[src/rtl/gesture_debounce.sv]
// gesture_debounce: temporal filter between the per-frame finger counter and
// the video-enhancement control. A command is issued once the same nonzero
// count has been seen for STABLE_FRAMES consecutive frames. Releasing a held
// gesture starts a cooldown window that masks blob flicker.
// Optional feature macro: GESTURE_REPEAT_EN (auto-repeat every REPEAT_FRAMES
// frames while a gesture stays held).
module gesture_debounce #(
   parameter int unsigned STABLE_FRAMES   = 8,
   parameter int unsigned COOLDOWN_FRAMES = 16,
   parameter int unsigned REPEAT_FRAMES   = 30
) (
   input  logic       clk_in,
   input  logic       rst_in,
   input  logic       valid_in,
   input  logic [3:0] count_in,
   output logic [2:0] cmd_out,
   output logic       cmd_valid_out,
   output logic       held_out,
   output logic [1:0] state_out
);

   localparam logic [7:0] STABLE_CNT = 8'(STABLE_FRAMES);
   localparam logic [7:0] COOL_CNT   = 8'(COOLDOWN_FRAMES);
   localparam logic [3:0] MAX_COUNT  = 4'd5;

   typedef enum logic [1:0] {
      ST_TRACK    = 2'd0,
      ST_ISSUED   = 2'd1,
      ST_COOLDOWN = 2'd2
   } state_t;

   state_t     state, nxt_state;
   logic [2:0] cand, nxt_cand;
   logic [7:0] streak, nxt_streak;
   logic [7:0] cool, nxt_cool;
   logic [2:0] nxt_cmd;
   logic       nxt_cmd_valid;

   logic       count_ok;
   logic       same;
   logic [7:0] streak_inc;
   logic [7:0] cool_inc;

`ifdef GESTURE_REPEAT_EN
   localparam logic [7:0] REPEAT_CNT = 8'(REPEAT_FRAMES);
   logic [7:0] rep, nxt_rep;
   logic [7:0] rep_inc;
`else
   logic unused_rep;
   assign unused_rep = ^8'(REPEAT_FRAMES);
`endif

   // Frame classification helpers
   assign count_ok   = (count_in <= MAX_COUNT);
   assign same       = (count_in == {1'b0, cand});
   assign streak_inc = (streak == 8'hFF) ? streak : streak + 8'd1;
   assign cool_inc   = cool + 8'd1;
`ifdef GESTURE_REPEAT_EN
   assign rep_inc    = rep + 8'd1;
`endif

   // Next-state and next-output decode; only valid frames advance anything
   always_comb begin
      nxt_state     = state;
      nxt_cand      = cand;
      nxt_streak    = streak;
      nxt_cool      = cool;
      nxt_cmd       = cmd_out;
      nxt_cmd_valid = 1'b0;
`ifdef GESTURE_REPEAT_EN
      nxt_rep       = rep;
`endif
      if (valid_in) begin
         case (state)
            ST_TRACK: begin
               if (!count_ok) begin
                  nxt_cand   = 3'd0;
                  nxt_streak = 8'd0;
               end else if (same) begin
                  nxt_streak = streak_inc;
                  // "No hand" (cand 0) only saturates, never issues
                  if (streak_inc == STABLE_CNT && cand != 3'd0) begin
                     nxt_cmd_valid = 1'b1;
                     nxt_cmd       = cand;
                     nxt_state     = ST_ISSUED;
`ifdef GESTURE_REPEAT_EN
                     nxt_rep       = 8'd0;
`endif
                  end
               end else begin
                  nxt_cand   = count_in[2:0];
                  nxt_streak = 8'd1;
               end
            end
            ST_ISSUED: begin
               if (count_ok && same) begin
`ifdef GESTURE_REPEAT_EN
                  if (rep_inc == REPEAT_CNT) begin
                     nxt_cmd_valid = 1'b1;
                     nxt_rep       = 8'd0;
                  end else begin
                     nxt_rep = rep_inc;
                  end
`endif
               end else begin
                  nxt_cool  = 8'd0;
                  nxt_state = ST_COOLDOWN;
                  if (!count_ok) begin
                     nxt_cand   = 3'd0;
                     nxt_streak = 8'd0;
                  end
               end
            end
            ST_COOLDOWN: begin
               nxt_cool = cool_inc;
               // Exit frame seeds tracking with its own count
               if (cool_inc == COOL_CNT) begin
                  nxt_state  = ST_TRACK;
                  nxt_cand   = count_in[2:0];
                  nxt_streak = 8'd1;
               end
               if (!count_ok) begin
                  nxt_cand   = 3'd0;
                  nxt_streak = 8'd0;
               end
            end
            default: begin
               nxt_state  = ST_TRACK;
               nxt_cand   = 3'd0;
               nxt_streak = 8'd0;
            end
         endcase
      end
   end

   // State, counters and registered outputs
   always_ff @(posedge clk_in) begin
      if (rst_in) begin
         state         <= ST_TRACK;
         cand          <= 3'd0;
         streak        <= 8'd0;
         cool          <= 8'd0;
         cmd_out       <= 3'd0;
         cmd_valid_out <= 1'b0;
         held_out      <= 1'b0;
         state_out     <= 2'd0;
`ifdef GESTURE_REPEAT_EN
         rep           <= 8'd0;
`endif
      end else begin
         state         <= nxt_state;
         cand          <= nxt_cand;
         streak        <= nxt_streak;
         cool          <= nxt_cool;
         cmd_out       <= nxt_cmd;
         cmd_valid_out <= nxt_cmd_valid;
         held_out      <= (nxt_state == ST_ISSUED);
         state_out     <= nxt_state;
`ifdef GESTURE_REPEAT_EN
         rep           <= nxt_rep;
`endif
      end
   end

endmodule

[config.mk]
export PLATFORM = sky130hd
export DESIGN_NAME = gesture_debounce
export DESIGN_NICKNAME = d
export VERILOG_FILES = /design/src/rtl/gesture_debounce.sv
export SDC_FILE = /design/constraint.sdc
export NUM_CORES = 1
export LEC_CHECK = 0
export ABC_AREA = 1
export ABC_CLOCK_PERIOD_IN_PS = 1800
export CAP_MARGIN = 40
export CORE_UTILIZATION = 25
export CTS_CLUSTER_SIZE = 12
export DETAILED_ROUTE_END_ITERATION = 7
export PLACE_DENSITY = 0.42
export SKIP_LAST_GASP = 1
export SYNTH_ARGS = -nofsm -noshare
export SYNTH_HDL_FRONTEND = slang
export SYNTH_SLANG_ARGS = --single-unit
[constraint.sdc]
create_clock -name clk_in -period 1.8 [get_ports clk_in]
set_input_delay 0.45 -clock clk_in [delete_from_list [all_inputs] [get_ports clk_in]]
set_output_delay 0.45 -clock clk_in [all_outputs]
set_load 0.01 [all_outputs]
==> summary.md, run 1 <==
Share of post-route cells with drive strength above 1: 31.33%. Broken down by cell family, the worst path's largest delay share belongs to simple AND/OR/NAND/NOR gates. For the deepest level of the CTS H-tree, the log shows 1. The count of port buffers added during placement works out to 13.

Via count of the first global-routing pass: 1532. The critical path runs through a total of 14 cells. The die is 81.85 um wide. Type of the worst min-delay path: flop to flop. The combined buffer and inverter count along the critical path was 2. The worst-path maximum fanout works out to 5. The number of top-level design ports is 14, and the number of distinct standard cells referenced by the synthesized netlist is 28. Across the run, the number of max-cap violations was 0. For the worst setup slack before clock tree synthesis, the log shows -395.1 ps. The logs give 82.94% for the normalized max-slew margin and 265 for the synthesized netlist net count.

The largest net degree at the start of global routing was 17; the power per unit of standard cell area was 492.7 nW/um^2. The largest family of logic cells by synthesized area was simple AND/OR/NAND/NOR gates. The maximum vdd drop came out at 0.0003018 V.

The tools report the global-route met2 utilization as 20.08%. The cell count of the worst hold path was 2. At the end of routability-driven placement, the weighted congestion stood at 0.7631. STA classifies the critical path startpoint as a flop.

The critical path required time came out at 1980 ps. The run gives 6699 um^2 as the area enclosed by the die boundary. Summing the sequential cell areas from Yosys gives 32.65% of the chip area.

The met3 routing resource usage after global routing is 1.667%, and the share of the cycle needed by the critical path after routing is 95.60%. The pre-antenna-repair detailed-routing pass consisted of 4 iterations. After detailed routing, the number of remaining DRC violations is 0. Of the total synthesized cell area, the portion taken by AND, OR, NAND and NOR gates is 42.94%. The final-report setup violation count is 0.

The launching element of the worst setup path is cool[1]$_SDFFE_PP0P_. The layout net count is 312. STA classifies the critical path endpoint as a flop. The tools report the netlist area before placement as 1594 um^2.

Across every metal layer, demand over resource in global routing totals 13.33%. The tools report the post-route core utilization as 38.56%. In the final routed layout, each cell accounts on average for 10.65 um. The first global-routing pass estimated 6.893 mm of wire. The tools report the number of antenna violations at the first check in global routing as 0.

Final period demand of the worst path: 1721 ps. The flip-flop and latch count after synthesis works out to 26. After Yosys synthesis, XOR and XNOR cells account for 1.648% of the synthesized area. The logs give 0 for the remaining antenna violation count and 1620 for the via count. The analysis attributes to cell leakage a power of 1.101 nW. The clock tree root buffer cell is sky130_fd_sc_hd__clkbuf_8. In the routed layout, each cell is associated on average with a via count of 4.320. Traced cell by cell, the critical path runs through ha_4 -> nand2_4 -> inv_2 -> nand2_2 -> nand2_2 -> nor2_2 -> nand2_1 -> nor2_2 -> nand2_1 -> nand2_2 -> nand2_4 -> buf_12 -> o21ai_1 -> nor2_1.

On the worst path, the slowest cell contributes a delay of 360 ps. The critical path class was flop to flop. The post-detailed-routing wire length was 3.993 mm; the total core area was 6026 um^2.

Dividing the synthesized area by the synthesized cell count gives 6.251 um^2. Data on the critical path arrives at its endpoint at 1900 ps. Summed over all layers, the global routing overflow is 0. Summing the areas of all compound-gate instances in the mapped netlist gives 9.969% of the synthesized area.

The clock sink total is 26, and the vertical extent of the die is 81.85 um. The max-slew violation total from the final report is 0. Synthesis produced 255 cells.

Multiplexer cells account for 0% of the synthesized area. The logs give 666 for the count of fill cells added during filler insertion and 5.558 ps for the clock skew. The Yosys step of the flow raised 0 warnings. The slowest stage of the critical path is the sky130_fd_sc_hd__dfxtp_4 cell. In this run, the number of DRC markers left after iteration 0 of detailed routing was 50.

For the final hold violation count, the log shows 0. Cell seen most often among critical-path stages: sky130_fd_sc_hd__nand2_2. The tools report the CTS buffer count as 3. For the slack of the critical path, the log shows 79.23 ps. Clock latency on the worst-skew pair, taken at its later pin, is 280 ps. The maximum clock frequency is 581.1 MHz, and the worst reg-to-reg path cell count is 14. In this run, post-CTS hold repair placed 0 buffers. The post-CTS clock slew at the launch and capture registers of the worst setup and hold paths is 90 ps, and the maximum clock insertion buffer count is 2. For this configuration, the core starts out at a cell density of 26.45%. The met1 usage in global routing came out at 19.18%. Compared with the post-synthesis result, the final layout area differs by 45.76%.

The worst flop-to-flop path startpoint is cool[1]$_SDFFE_PP0P_. The synthesized netlist devotes 2.355% of its cell area to adder and majority cells. The startpoint identified for the worst hold timing path is streak[5]$_SDFFE_PP0P_. Setup repair after global routing could not meet its margin everywhere. The flow ran to the end, and the final reports show no timing, DRC or antenna violations.

Transition at the pin with the smallest max-transition slack: 254.4 ps. The tools report the number of cell rows as 28. TritonCTS built the clock tree. The total half-perimeter wirelength after legalization and detailed placement is 2.924 mm. In this run the most used layer during global routing was met2. The number of antenna diodes in the final layout is 0.
==> kinds of logic (layout without fill, tap and decap cells) <==
family / Yosys count / count (layout)
adder cells (fa/ha/maj): 3 / 3
AO/OA/AOI/OAI: 30 / 30
flip-flops: 26 / 26
XOR/XNOR: 3 / 3
AND/OR/NAND/NOR: 152 / 152
buffers and inverters: 41 / 86
==> power breakdown <==
part	internal, mW	switching, mW	leakage, nW
clock	0.151	0.192	0.0216
combinational	0.0934	0.109	0.864
sequential	0.588	0.0122	0.215
==> worst min-delay path, stage by stage, from the launching register on <==
cell and delay (ps):
sky130_fd_sc_hd__dfxtp_1 340, sky130_fd_sc_hd__nor2_1 50, sky130_fd_sc_hd__nor2_1 70
==> synth_stat cells <==
master	count	area, um^2
sky130_fd_sc_hd__a21oi_1	13	65.06
sky130_fd_sc_hd__and2_1	1	6.260
sky130_fd_sc_hd__buf_6	1	11.26
sky130_fd_sc_hd__clkbuf_1	1	3.750
sky130_fd_sc_hd__clkinv_4	1	8.760
sky130_fd_sc_hd__dfxtp_1	26	520.5
sky130_fd_sc_hd__ha_1	3	37.54
sky130_fd_sc_hd__inv_1	37	138.9
sky130_fd_sc_hd__inv_2	1	3.750
sky130_fd_sc_hd__nand2_1	62	232.7
sky130_fd_sc_hd__nand2_2	2	12.51
sky130_fd_sc_hd__nand2_4	2	22.52
sky130_fd_sc_hd__nand3_1	14	70.07
sky130_fd_sc_hd__nand3_2	3	30.03
sky130_fd_sc_hd__nand3_4	1	17.52
sky130_fd_sc_hd__nand3b_1	1	7.510
sky130_fd_sc_hd__nand4_1	4	25.02
sky130_fd_sc_hd__nor2_1	54	202.7
sky130_fd_sc_hd__nor2_2	1	6.260
sky130_fd_sc_hd__nor2_8	1	20.02
sky130_fd_sc_hd__nor3_1	5	25.02
sky130_fd_sc_hd__o211ai_1	1	7.510
sky130_fd_sc_hd__o21ai_0	4	20.02
sky130_fd_sc_hd__o21ai_1	10	50.05
sky130_fd_sc_hd__o21ai_2	1	8.760
sky130_fd_sc_hd__o21bai_1	1	7.510
sky130_fd_sc_hd__or2_1	1	6.260
sky130_fd_sc_hd__xor2_1	3	26.28
==> metrics by stage <==
| step | cells | hold slack (ps) | area, um^2 | TNS, ps | total power [mW] |
|---|---|---|---|---|---|
| after floorplan | 255 | 453.0 | 1594 | 0 | 0.7062 |
| after global placement | 366 | 464.1 | 2016 | -7331 | 0.7814 |
| after detailed placement | 366 | 479.7 | 2016 | -7780 | 0.7798 |
| after CTS | 370 | 495.3 | 2091 | -7.079 | 1.142 |
| after global routing | 375 | 528.9 | 2323 | -322.0 | 1.227 |
| final | 375 | 489.9 | 2323 | 0 | 1.145 |
==> area by class of cell <==
class	count	area [um^2]	area share [%]
Multi-Input combinational cell	188	1092	47.01
Sequential cell	26	531.8	22.89
Timing Repair Buffer	44	410.4	17.66
Inverter	39	153.9	6.624
Tap cell	75	93.84	4.039
Clock buffer	3	41.29	1.777
==> per-layer routing <==
metal,wire length [um],vias up
met5,0,-
met4,64,0
met3,73,5
met2,1727,12
met1,2127,716
li1,-,887
==> cells in the final DEF (no fill, tap or decap), drive strengths merged <==
master and instances:
clkdlybuf4s50 10, o21ai 15, and2 1, nand3b 1
nor3 5, buf 31, xor2 3, nand2 66
o21bai 1, nor2 56, ha 3, or2 1
nand4 4, nand3 18, dfxtp 26, clkinv 1
o211ai 1, inv 38, clkbuf 3, a21oi 13
dlymetal6s2s 3
==> worst paths after layout <==
check,slack [ps],to
max,80,streak[7]$_SDFFE_PP0P_
min reg2reg,490,streak[5]$_SDFFE_PP0P_
min,490,streak[5]$_SDFFE_PP0P_
max reg2reg,80,streak[7]$_SDFFE_PP0P_
==> sequential cells by signal, summed over array words and instances (netlist names) <==
name and cells:
cmd_valid_out 1, held_out 1, state 2, cmd_out 3, cand 3, cool 8
streak 8
==> what timing repair did <==
| item | in CTS | in global routing |
|---|---|---|
| setup buffers | 1 | 5 |
| gates resized for setup | 8 | 58 |
| endpoints found under the setup margin | 17 | 28 |
| pin swaps | 3 | 20 |
No activity file was read; power rests on OpenSTA's default activity.
==> run 2, diff against run 1 <==
Settings changed: CAP_MARGIN 40 to 20.
==> results of run 2 <==
Final layout, timing and power as in run 1 (identical DEF).
==> run 3, diff against run 2 <==
Settings changed: CAP_MARGIN 20 to default, TNS_END_PERCENT from default to 100.
==> results of run 3 <==
Final layout, timing and power as in run 1 (identical DEF).
